[src/rtl/irq_controller.sv]
// Machine-level interrupt controller: edge-captured external sources, prescaled mtime/mtimecmp
// timer, enable mask and fixed-priority selection. It holds one request until ack, then waits for mret.
module irq_controller #(
  parameter int unsigned N_SRC     = 4,
  parameter int unsigned TIMER_DIV = 4
) (
  input  logic             clk,
  input  logic             rst,
  input  logic [N_SRC-1:0] src_in,
  input  logic             bus_we,
  input  logic [2:0]       bus_addr,
  input  logic [31:0]      bus_wdata,
  output logic [31:0]      bus_rdata,
  input  logic             irq_ack,
  input  logic             irq_complete,
  output logic             interrupt,
  output logic [31:0]      irq_cause,
  output logic [4:0]       irq_id
);

  localparam int unsigned PW = (TIMER_DIV > 1) ? $clog2(TIMER_DIV) : 1;
  localparam logic [31:0] CauseTimer = 32'h8000_0007;
  localparam logic [31:0] CauseExt   = 32'h8000_000B;

  typedef enum logic [1:0] {
    StIdle    = 2'd0,
    StReq     = 2'd1,
    StService = 2'd2
  } state_e;

  state_e           state_q, state_d;
  logic             interrupt_q, interrupt_d;
  logic [31:0]      cause_q, cause_d;
  logic [4:0]       id_q, id_d;
  logic [N_SRC-1:0] ext_pend_q, ext_pend_d;
  logic [N_SRC-1:0] src_prev_q;
  logic [N_SRC:0]   enable_q, enable_d;
  logic [31:0]      mtime_q, mtime_d;
  logic [31:0]      mtimecmp_q, mtimecmp_d;
  logic [PW-1:0]    presc_q, presc_d;

  logic             timer_pend;
  logic [N_SRC:0]   eligible;
  logic [4:0]       sel;
  logic             latched_elig;
  logic [N_SRC-1:0] ack_clr;
  logic [N_SRC-1:0] w1c;

  assign timer_pend = (mtime_q >= mtimecmp_q);
  assign eligible   = {ext_pend_q, timer_pend} & enable_q;

  // Lowest id wins; also look up whether the latched id is still eligible.
  always_comb begin
    sel          = '0;
    latched_elig = 1'b0;
    for (int i = N_SRC; i >= 0; i--) begin
      if (eligible[i]) sel = 5'(i);
      if (id_q == 5'(i)) latched_elig = eligible[i];
    end
  end

  always_comb begin
    state_d     = state_q;
    interrupt_d = interrupt_q;
    cause_d     = cause_q;
    id_d        = id_q;
    ack_clr     = '0;
    unique case (state_q)
      StIdle: begin
        if (|eligible) begin
          state_d     = StReq;
          interrupt_d = 1'b1;
          id_d        = sel;
          cause_d     = (sel == 5'd0) ? CauseTimer : CauseExt;
        end
      end
      StReq: begin
        if (irq_ack) begin
          state_d     = StService;
          interrupt_d = 1'b0;
          for (int i = 0; i < N_SRC; i++) begin
            if (id_q == 5'(i + 1)) ack_clr[i] = 1'b1;
          end
        end else if (!latched_elig) begin
          state_d     = StIdle;
          interrupt_d = 1'b0;
        end
      end
      StService: begin
        if (irq_complete) state_d = StIdle;
      end
      default: begin
        state_d     = StIdle;
        interrupt_d = 1'b0;
      end
    endcase
  end

  // A fresh edge beats a same-cycle clear (W1C or ack).
  always_comb begin
    w1c        = (bus_we && bus_addr == 3'd0) ? bus_wdata[N_SRC:1] : '0;
    ext_pend_d = (ext_pend_q & ~w1c & ~ack_clr) | (src_in & ~src_prev_q);
  end

  always_comb begin
    enable_d   = enable_q;
    mtimecmp_d = mtimecmp_q;
    mtime_d    = mtime_q;
    presc_d    = presc_q;
    if (bus_we && bus_addr == 3'd1) enable_d = bus_wdata[N_SRC:0];
    if (bus_we && bus_addr == 3'd3) mtimecmp_d = bus_wdata;
    if (bus_we && bus_addr == 3'd2) begin
      mtime_d = bus_wdata;
      presc_d = '0;
    end else if (presc_q == PW'(TIMER_DIV - 1)) begin
      mtime_d = mtime_q + 32'd1;
      presc_d = '0;
    end else begin
      presc_d = presc_q + PW'(1);
    end
  end

  always_comb begin
    bus_rdata = '0;
    case (bus_addr)
      3'd0:    bus_rdata = 32'({ext_pend_q, timer_pend});
      3'd1:    bus_rdata = 32'(enable_q);
      3'd2:    bus_rdata = mtime_q;
      3'd3:    bus_rdata = mtimecmp_q;
      3'd4:    bus_rdata = {19'd0, id_q, 6'd0, state_q};
      default: bus_rdata = '0;
    endcase
  end

  always_ff @(posedge clk) begin
    if (rst) begin
      state_q     <= StIdle;
      interrupt_q <= 1'b0;
      cause_q     <= '0;
      id_q        <= '0;
      ext_pend_q  <= '0;
      src_prev_q  <= '0;
      enable_q    <= '0;
      mtime_q     <= '0;
      mtimecmp_q  <= 32'hFFFF_FFFF;
      presc_q     <= '0;
    end else begin
      state_q     <= state_d;
      interrupt_q <= interrupt_d;
      cause_q     <= cause_d;
      id_q        <= id_d;
      ext_pend_q  <= ext_pend_d;
      src_prev_q  <= src_in;
      enable_q    <= enable_d;
      mtime_q     <= mtime_d;
      mtimecmp_q  <= mtimecmp_d;
      presc_q     <= presc_d;
    end
  end

  assign interrupt = interrupt_q;
  assign irq_cause = cause_q;
  assign irq_id    = id_q;

endmodule

[config.mk]
export PLATFORM = sky130hd
export DESIGN_NAME = irq_controller
export DESIGN_NICKNAME = d
export VERILOG_FILES = /design/src/rtl/irq_controller.sv
export SDC_FILE = /design/constraint.sdc
export NUM_CORES = 1
export LEC_CHECK = 0
export BUFFER_PORTS_ARGS = -buffer_cell sky130_fd_sc_hd__buf_2
export CAP_MARGIN = 40
export CORE_ASPECT_RATIO = 0.6
export CORE_UTILIZATION = 55
export DETAILED_ROUTE_END_ITERATION = 6
export PLACE_DENSITY = 0.82
export REMOVE_ABC_BUFFERS = 1
export SYNTH_ARGS = -nofsm -noshare
export SYNTH_HDL_FRONTEND = slang
export SYNTH_SLANG_ARGS = --single-unit
[constraint.sdc]
create_clock -name clk -period 4.8 [get_ports clk]
set_clock_uncertainty 0.15 [all_clocks]
set_input_delay 0.24 -clock clk [delete_from_list [all_inputs] [get_ports clk]]
set_output_delay 0.24 -clock clk [all_outputs]
set_load 0.02 [all_outputs]
# Word level (Yosys, flattened, before mapping)
# Index checks and enable logic that the tools add are counted.
[op_classes]
n_bitwise = 9
order_cmp = 1
addsub = 2
n_eq_ne = 14
n_mux = 30
n_reduce_logical = 14
[op_table]
columns = ["op", "count"]
rows = [
  ["one-hot mux 32 bit (5 select lines)", 1],
  ["2-to-1 mux 32 bit", 2],
  ["adder 32 x 1 -> 32 bit, second input constant", 1],
  [">= comparator 32 bit", 1],
  ["2-to-1 mux 5 bit", 4],
  ["2-to-1 mux 4 bit", 4],
  ["AND 4 bit", 3],
  ["2-to-1 mux 1 bit", 12],
  ["inverter 4 bit", 3],
  ["== test 5 x 2 -> 1 bit, second input constant", 2],
  ["logical NOT 5 bit", 2],
  ["2-to-1 mux 2 bit", 4],
  ["== test 3 x 2 -> 1 bit, second input constant", 2],
  ["one-hot mux 2 bit (3 select lines)", 1],
  ["AND reduction 3 bit", 2],
  ["AND 5 bit", 1],
  ["== test 5 x 1 -> 1 bit, second input constant", 1],
  ["== test 5 x 3 -> 1 bit, second input constant", 1],
  ["OR reduction 5 bit", 1],
  ["== test 2 bit, second input constant", 2],
  ["logical AND 1 bit", 4],
  ["!= test 2 bit, second input constant", 2],
  ["bitwise OR 4 bit", 1],
  ["== test 3 x 1 -> 1 bit, second input constant", 1],
  ["12 further kinds", 12],
]
[word_totals]
reg_bits = 119
wordCells = 80
output_inout_bits = 70

# Logic depth before layout (Yosys ltp)
[logic_depth]
ltp_word = 10
mapped_depth = 9
depth_no_buf = 9

# Least setup slack after synthesis
# Ideal clock, no wire load.
[synth_path]
kind = "reg-to-output"
from = "reg mtime_q[0]"
to = "out bus_rdata[0]"
n_path_buf = 0
arrival_ps = 2261
setup_slack_ps = 2149
path_stages_with_launch = 10
cell_sequence = "dfxtp_1 > inv_1 > ha_1 > nand2b_1 > a2111oi_0 > or4b_1 > a31oi_1 > or2_0 > mux4_2 > a22o_1"
[synth_between]
elab_chain_cells = 2
[synth_lines]
columns = ["item", "line_no", "source"]
rows = [
  ["from (decl)", "38", "logic [31:0] mtime_q, mtime_d;"],
  ["from (signal assigned)", "155", "mtime_q <= mtime_d;"],
  [">= comparator 32 bit", "49", "assign timer_pend = (mtime_q >= mtimecmp_q);"],
  ["one-hot mux 32 bit (5 select lines) *", "125", "case (bus_addr)"],
  ["to (decl)", "13", "output logic [31:0] bus_rdata,"],
]
# Every way passes the cells marked *; elsewhere a longest branch is shown, timed or not.

# Worst setup path after layout
# Same ends and word-level chain as after synthesis.

==> impl_metrics.toml <==
[floorplan]
dieHeight_um = 77.9
dieArea_um2 = 10000
top_level_ports = 114
start_util = 0.571
fp.dieW_um = 129
coreArea_um2 = 9260
num_rows = 27

[global_routing]
grt_antenna_before_repair = 0
grt_overflow = 0
grt_max_degree = 49
grtUsageTotal = 0.292
grt_pass1_vias = 4452
grt_pass1_wl_um = 22700

[drt]
drcViolationCount = 0
via_per_inst = 5.94
antenna_left = 0
drtIter0Drc = 540
wl_um = 14400
vias = 4971
firstDrtPassIters = 5
wl_per_cell_um = 17.1

[synthesis]
synthAdderAreaFrac = 0.0805
syn_area_per_cell_um2 = 8.44
synth-xor-area-share = 0.0447
synth_cell_types = 60
synth_compound_area_frac = 0.199
synth-edff-count = 0
ys_seq_area_frac = 0.333
synthMuxAreaShare = 0.0383
yosys.area_share.simple = 0.197
synth_area_um2 = 5290
synth_seq_cells = 88
synth_top_family_by_area = "compound AO/OA/AOI/OAI gates"
synth-main-ff-cell = "dfxtp_1"
ys_warn_count = 0
ys_async_sr_fraction = 0
netlist_instances = 626

[setup_path]
setup.worst_path.class = "register to output pin"
worst_ep_arrival_time_ns = 3.20
slowest_stage = "a2111oi_0"
path_delay_family = "compound AO/OA/AOI/OAI gates"
end_kind = "output pin"
start_kind = "register"
worstPathCellList = "inv_1, ha_1, nand2b_1, a2111oi_0, or4b_1, a31oi_1, or2_0, mux4_2, a22o_1, buf_2"
path_max_fanout = 5
crit_buf_inv = 2
cp.required_ns = 4.41
cpPeakStageDelay_ns = 0.56

[clock_network]
cts_tree = "yes"
cts-hold-fix-buffers = 15
htree_levels = 3
cts_sinks = 88
cts_max_path_buffers = 2
cts_inserted_buffers = 9
post-cts-setup-buffer-count = 0
cts-resized-gates = 0
clk_latency_ns = 0.34
root_buffer = "clkbuf_16"
clkSlewWorstSetupHoldPaths_ns = 0.06

[power_and_ir_drop]
seq_power_share = 0.434
switching_share = 0.247
power_mw = 1.82
clkPwrFrac = 0.440
power.density_nw_per_um2 = 296
p_leak_nw = 2.86
peakVddDrop_mv = 0.169
power.net_switching_uw = 449
comb_power_share = 0.125
p_int_mw = 1.37

[status]
status = "complete, no violations"

[timing]
max_freq_mhz = 279
drv_slew = 0
setup-violations-final = 0
worst_pin_slew_ns = 0.728
fin_tns_setup_ns = 0
maxSlewHeadroom = 0.511
rsz0062_at_grt = "false"
hold_viol = 0
holdWs_ns = 0.0123
finalCriticalPeriod_ns = 3.59
finalCritPeriodShare = 0.747

[run]
drv_cap = 0

[place]
dp.cells = 807
post-dp-hpwl_um = 9790
routabilityCongestion = 0.925
port_buffers = 84

[cells_and_area]
layout.nets = 781
fillerInstances = 756
drive_gt1_frac = 0.174
ff_latch_area_um2 = 1760
instances_no_fill = 837
multi_input_area_um2 = 3070
n_antenna_cell = 0
syn_to_final_growth_pct = 16.2

[min_path]
hp-class = "input pin to register"
==> tightest hold or removal path, cell delays in order <==
cell and delay [ns]:
buf_2 0.09, nand2_1 0.04, o211ai_1 0.08
==> layer usage <==
layer,up-vias,track usage,routed length [um]
met5,-,0,0
met4,0,0.0753,193
met3,25,0.0724,1400
met2,265,0.443,6290
li1,2333,-,-
met1,2348,0.412,6470
==> final timing paths <==
path	start	endpoint	slack [ns]	depth (start not counted)
worst min-delay path	bus_wdata[10]	mtimecmp_q[10]	0.01	3
worst max register to register	mtimecmp_q[14]	interrupt	1.69	9
worst max-delay path	mtime_q[0]	bus_rdata[0]	1.21	10
worst min register to register	presc_q[0]	presc_q[0]	0.30	1
==> power by group through the flow <==
stage	combinational (mW)	clock (mW)	sequential, mW
global route	0.247	0.842	0.793
detailed placement	0.213	0	0.804
finish	0.227	0.801	0.790
floorplan	0.131	0	0.799
global placement	0.207	0	0.802
CTS	0.224	0.812	0.788
==> synth_stat cells (all sizes together) (14+ instances only) <==
cell	count	area, um2
a211oi	28	210
a21oi	20	100
a22o	25	220
buf	40	294
clkbuf	28	105
dfxtp	88	1760
ha	34	425
inv	40	150
nand2	70	270
nand3	20	100
nand4	14	103
nor2	52	200
o211ai	33	248
o21ai	14	70.1
xor2	18	158
==> layout by cell type, fill, tap and decap left out, types with 7 or more instances in the layout <==
master | synthesis | final
o21ai_0 | 13 | 13
xnor2_1 | 9 | 9
a21oi_1 | 20 | 20
nand2_1 | 69 | 68
ha_1 | 34 | 34
a22o_1 | 24 | 24
o211ai_1 | 33 | 33
clkbuf_16 | 0 | 9
a211oi_1 | 28 | 28
xor2_1 | 18 | 18
nand4_1 | 13 | 13
conb_1 | 1 | 29
inv_1 | 40 | 40
nand3_1 | 20 | 20
nor2_1 | 50 | 49
dfxtp_1 | 88 | 88
dlygate4sd3_1 | 1 | 15
mux2i_1 | 9 | 9
nor3_1 | 7 | 7
and2_1 | 9 | 8
buf_2 | 4 | 85
nor2b_1 | 7 | 7
==> cells by family (layout without fill, tap and decap cells) <==
logic type	count (synthesis)	after routing
xor+xnor	27	27
fa+ha+maj	34	34
compound gates	144	144
simple gates	208	208
buf+inv	110	163
other cells	1	29
mux	14	14
flops	88	88
==> registers in the layout (all words and copies together) (netlist names) <==
name        cells
mtime_q        32
mtimecmp_q     32
enable_q        5
ext_pend_q      4
src_prev_q      4
irq_cause       3
irq_id          3
presc_q         2
state_q         2
interrupt       1
==> stage by stage <==
step,setup slack (ns),instance area [um2],utilization
floorplan,1.72,4980,-
global placement,1.94,5610,0.606
detailed placement,1.85,5650,0.611
CTS,1.30,6140,0.663
global route,1.09,6140,0.663
finish,1.21,6140,0.663
==> area by class of cell <==
| class | instances | share of cell area |
|---|---|---|
| multi-input cells | 456 | 0.500 |
| inverters | 41 | 0.0251 |
| well taps | 130 | 0.0265 |
| clock buffers | 12 | 0.0401 |
| flip-flops and latches | 88 | 0.287 |
| clock inverters | 3 | 0.0147 |
| repair buffers | 107 | 0.106 |
(Power assumes the default switching activity.)
